## config.mk

```make
export PLATFORM = sky130hd
export DESIGN_NAME = i2c_regmap
export DESIGN_NICKNAME = d
export VERILOG_FILES = /design/src/rtl/i2c_regmap.sv
export SDC_FILE = /design/constraint.sdc
export NUM_CORES = 1
export LEC_CHECK = 0
export CAP_MARGIN = 20
export CORE_UTILIZATION = 60
export CTS_CLUSTER_SIZE = 14
export DETAILED_ROUTE_END_ITERATION = 8
export PLACE_DENSITY = 0.79
export SYNTH_ARGS = -nofsm -noshare
export SYNTH_HDL_FRONTEND = slang
export SYNTH_SLANG_ARGS = --single-unit
```

## constraint.sdc

```tcl
create_clock -name clk -period 3.3 [get_ports clk]
set_input_delay 0.495 -clock clk [delete_from_list [all_inputs] [get_ports clk]]
set_output_delay 0.495 -clock clk [all_outputs]
set_load 0.02 [all_outputs]
```

## src/rtl/i2c_regmap.sv

```systemverilog
// Byte-wide register bank behind an I2C slave core: pointer protocol, auto-increment, host port.
// Optional macro I2C_REGMAP_RO_EN makes registers 0..RO_NUM-1 read-only from the I2C side.
module i2c_regmap #(
    parameter int unsigned REG_NUM = 16,
    parameter int unsigned PTR_W   = 4,
    parameter int unsigned RO_NUM  = 2
) (
    input  logic             clk,
    input  logic             rst,
    input  logic [7:0]       rx_data,
    input  logic             rx_valid,
    input  logic             addr_hit,
    input  logic             addr_rw,
    input  logic             bus_start,
    input  logic             bus_stop,
    input  logic             tx_req,
    output logic [7:0]       tx_data,
    output logic             tx_valid,
    input  logic             host_we,
    input  logic [PTR_W-1:0] host_addr,
    input  logic [7:0]       host_wdata,
    output logic [7:0]       host_rdata,
    output logic [PTR_W-1:0] ptr,
    output logic             wr_pulse
);

`ifdef I2C_REGMAP_RO_EN
    localparam bit RO_EN = 1'b1;
`else
    localparam bit RO_EN = 1'b0;
`endif

    typedef enum logic [1:0] {
        IDLE,
        PTR,
        WDATA,
        RDATA
    } state_e;

    state_e           state_q;
    logic [PTR_W-1:0] ptr_q;
    logic [7:0]       regs_q [REG_NUM];
    logic [7:0]       tx_data_q;
    logic             tx_valid_q;
    logic             wr_pulse_q;

    logic             bus_evt;
    logic             ro_hit;
    logic             wr_acc_d;
    logic             i2c_wr_d;
    logic             prefetch_d;

    // Stop/start outrank addr_hit, which outranks the byte-level strobes.
    always_comb begin
        bus_evt    = bus_stop || bus_start;
        ro_hit     = RO_EN && (32'(ptr_q) < RO_NUM);
        wr_acc_d   = !bus_evt && !addr_hit && rx_valid && (state_q == WDATA);
        i2c_wr_d   = wr_acc_d && !ro_hit;
        prefetch_d = !bus_evt && ((addr_hit && addr_rw) ||
                                  (!addr_hit && tx_req && (state_q == RDATA)));
    end

    always_ff @(posedge clk) begin
        if (rst) begin
            state_q    <= IDLE;
            ptr_q      <= '0;
            tx_data_q  <= '0;
            tx_valid_q <= 1'b0;
            wr_pulse_q <= 1'b0;
            for (int unsigned i = 0; i < REG_NUM; i++) begin
                regs_q[i] <= '0;
            end
        end else begin
            tx_valid_q <= prefetch_d;
            wr_pulse_q <= i2c_wr_d;

            if (bus_evt) begin
                state_q <= IDLE;
            end else if (addr_hit) begin
                state_q <= addr_rw ? RDATA : PTR;
            end else if (rx_valid && (state_q == PTR)) begin
                state_q <= WDATA;
            end

            if (!bus_evt && !addr_hit && rx_valid && (state_q == PTR)) begin
                ptr_q <= rx_data[PTR_W-1:0];
            end else if (wr_acc_d || prefetch_d) begin
                ptr_q <= ptr_q + 1'b1;
            end

            if (prefetch_d) begin
                tx_data_q <= regs_q[ptr_q];
            end

            // Host write to the same register takes precedence over the I2C write.
            for (int unsigned i = 0; i < REG_NUM; i++) begin
                if (host_we && (host_addr == PTR_W'(i))) begin
                    regs_q[i] <= host_wdata;
                end else if (i2c_wr_d && (ptr_q == PTR_W'(i))) begin
                    regs_q[i] <= rx_data;
                end
            end
        end
    end

    assign tx_data    = tx_data_q;
    assign tx_valid   = tx_valid_q;
    assign wr_pulse   = wr_pulse_q;
    assign ptr        = ptr_q;
    assign host_rdata = regs_q[host_addr];

endmodule

```

==> metrics.md <==
| Metric | Value |
|---|---|
| Clock power frac | 41.1% |
| Post-synth ARST share | 0% |
| PwrDens | approximately 470 nW/µm² |
| Num CTS Buffers | 17 |
| GRT Util Overall | 35.62% |
| CTS root buffer | clkbuf_16 |
| CTS max path bufs | 2 |
| Area taken by multi-input logic gates | between 4000 and 5000 µm² |
| Routed len/inst | 29.39 µm |
| Final Cell Area | roughly 9900 µm² |
| Routed wire length | between 20 and 25 mm |
| Fin. Hold Viols | 0 |
| Slew Viols, Final | 0 |
| CP Capture Type | output port |
| Setup TNS | 0 ns |
| Distinct cells, synth | 58 |
| Met3 usage | under 10% |
| Fill cell count | 940 |
| Slew headroom | 19.44% |
| Final ANT Viol Nets | 0 |
| Slowest-stage cell, CP | clkdlybuf4s50_1 |
| Initial drt markers | roughly 1000 |
| Die H | roughly 120 µm |
| RSZ-0062 raised after global routing | no |
| Core area | ~14000 µm² |
| Die Wd | roughly 120 µm |
| Status | finished clean |
| Pre-CTS setup slack | between 0.2 and 0.3 ns |
| Worst Hold Class | reg2reg |
| Worst Max-Slew Pin Slew | 1.199 ns |
| Synth warn | 0 |
| Register area | 4167 µm² |
| Worst Path Class, Setup | in2out |
| CTS-repair resized insts | 0 |
| Worst vdd ir | around 0.33 mV |
| Pre-antenna DRT Iters | 7 |
| Vias | 6448 |
| CP max stage delay | approximately 0.56 ns |
| Worst clock skew | 0.01141 ns |
| Post-route DRC | 0 |
| Most common cell after layout, fill and taps aside | edfxtp_1 |
| Worst-path cell chain | buf_2 -> buf_12 -> mux4_2 -> mux4_2 -> clkdlybuf4s50_1 |
| Die area | 14720 µm² |
| Internal | 3.493 mW |
| Sequential power share | 47.3% |
| Fmax | around 330 MHz |
| Register area share after synthesis | between 40% and 50% |
| Final min period | a little over 3 ns |
| GR peak layer | met2 |
| Grt met2 use | 58.17% |
| LEAKAGE | roughly 3.3 nW |
| Vias per inst | roughly 7.6 |
| Net count, final | ~690 |
| Sw power | approximately 1.2 mW |
| Final worst setup slack | around 0.26 ns |
| Period utilisation layout | slightly above 90% |
| Commonest non-fill, non-tap cells in the layout | 128 x edfxtp_1, 80 x a22o_1, 65 x mux4_2 |
| Crit path buffers/inverters | 3 |
| Post-synth EDFFs | ~130 |
| Worst Setup Start Kind | input port |
| CP top delay family | multiplexers |
| Dpl cell area | 9256 µm² |
| Max-cap violations | 0 |
| Clk slew on worst S/H paths | 0.06 ns |
| Vias in the first global route | about 6300 |
| Crit-path max FO | 22 |
| Syn_area_per_cell | 14.07 µm² |
| Critical Path AT | roughly 2.6 ns |
| Initial antenna violation count | 0 |
| P&R area growth vs syn | 15.47% |
| Largest net degree at the start of global routing | 42 |
| Switching Fraction | between 20% and 30% |
| Global-route wire length before repair | around 37 mm |
| CTS Sinks | approximately 140 |
| Number of antenna diodes | 0 |
| Htree depth | 4 |
| Comb pwr share | between 10% and 20% |
| Hold Slack | about 0.5 ns |
| CP most frequent cell | mux4_2 |
| CTS hold repair buffers | 0 |
| Initial Utilization | around three fifths |
| Layout cells sized above 1 | between 20% and 30% |
| CP required | 2.80 ns |
| DP HPWL | around 18 mm |
| Number of synthesized register bits | 144 |
| Routability Congestion | between 0.9 and 1 |
| Syn Nets | 640 |
| Post-synthesis cell count | 607 |
| Post-CTS setup buffers | 0 |
| Number of buffers added on ports | 50 |
| Worst skew pair latency | between 0.4 and 0.5 ns |
| Overflow after GRT | 0 |
| # IOs | ~50 |
| Row cnt | 43 |
| Final setup vio count | 0 |
| Ys flop type | edfxtp_1 |
| CTS tree | done |
| Synthesized area | 8542 µm² |
| M1 GR Usage | between 40% and 50% |
logic make-up after synthesis:
| family | after synthesis | synth area share (%) |
|---|---|---|
| buffers and inverters | 62 | 3.120 |
| multiplexers | 119 | 24.40 |
| AND/OR/NAND/NOR | 125 | 8.906 |
| AO/OA/AOI/OAI | 153 | 14.24 |
| flip-flops | 144 | 48.75 |
| adder cells (fa/ha/maj) | 4 | 0.5859 |
cells in the mapped netlist, drive strengths merged, types with 3 or more instances:
cell type,count,area [µm²]
nor4,6,88.83
dfxtp,16,320.3
nor3,26,156.4
inv,5,18.77
o22ai,7,43.79
ha,4,50.05
a211o,11,96.34
o21ai,11,55.05
a22oi,8,60.06
or3,8,51.30
a21oi,10,50.05
mux2,40,480.5
a31oi,7,43.79
nand2,4,22.52
nor2b,10,62.56
nand3,13,65.06
nand2b,8,50.05
mux4,65,1464
clkbuf,35,131.4
a22o,80,700.7
nand3b,3,22.52
nor2,34,130.1
edfxtp,128,3844
a311oi,8,70.07
buf,22,116.4
mux2i,14,140.1
final cells by class:
type / count / area share [%]
clock buffer: 17 / 4.313
sequential: 144 / 42.24
timing repair buffer: 83 / 7.586
multi-input combinational: 401 / 41.75
tap: 180 / 2.283
clock inverter: 15 / 1.636
inverter: 5 / 0.1903
power by group through the flow:
| stage | registers [mW] | logic [mW] | clock network [mW] |
|---|---|---|---|
| after floorplan | 2.18 | 0.350 | 0 |
| after global placement | 2.24 | 0.512 | 0 |
| after detailed placement | 2.24 | 0.528 | 0 |
| after CTS | 2.20 | 0.531 | 1.91 |
| after global routing | 2.21 | 0.565 | 1.98 |
| final | 2.21 | 0.536 | 1.92 |
flip-flops by register name (all words and copies together), names as in the netlist:
| name | count |
|---|---|
| state_q | 2 |
| regs_q | 128 |
| wr_pulse | 1 |
| tx_data | 8 |
| tx_valid | 1 |
| ptr | 4 |
path summary, 6_finish.rpt:
check,from,end,slack (ns),cells past startpoint
setup / recovery,host_addr[0],host_rdata[3],0.26,5
hold / removal,tx_data[1],tx_data[1],0.50,2
setup reg to reg,ptr[0],regs_q[7][1],0.88,4
hold reg to reg,tx_data[1],tx_data[1],0.50,2
stage by stage:
stage	power, mW	cells	util, %
2_1_floorplan	2.531	607	-
3_3_place_gp	2.749	809	66.68
5_1_grt	4.758	845	71.06
4_1_cts	4.646	841	70.91
3_5_place_dp	2.765	809	66.68
6_report	4.661	845	71.06
per-layer routing:
layer | part of all wire [%] | wire length [µm]
met5 | 0 | 0
met1 | 37 | 9095
met3 | 9.0 | 2224
met2 | 49 | 12050
met4 | 5.9 | 1463
tightest hold or removal path, delay by kind of cell (launching register included):
family | cells | cell delay, ns
flops | 1 | 0.31
simple gates | 2 | 0.14
(Power assumes the default switching activity.)
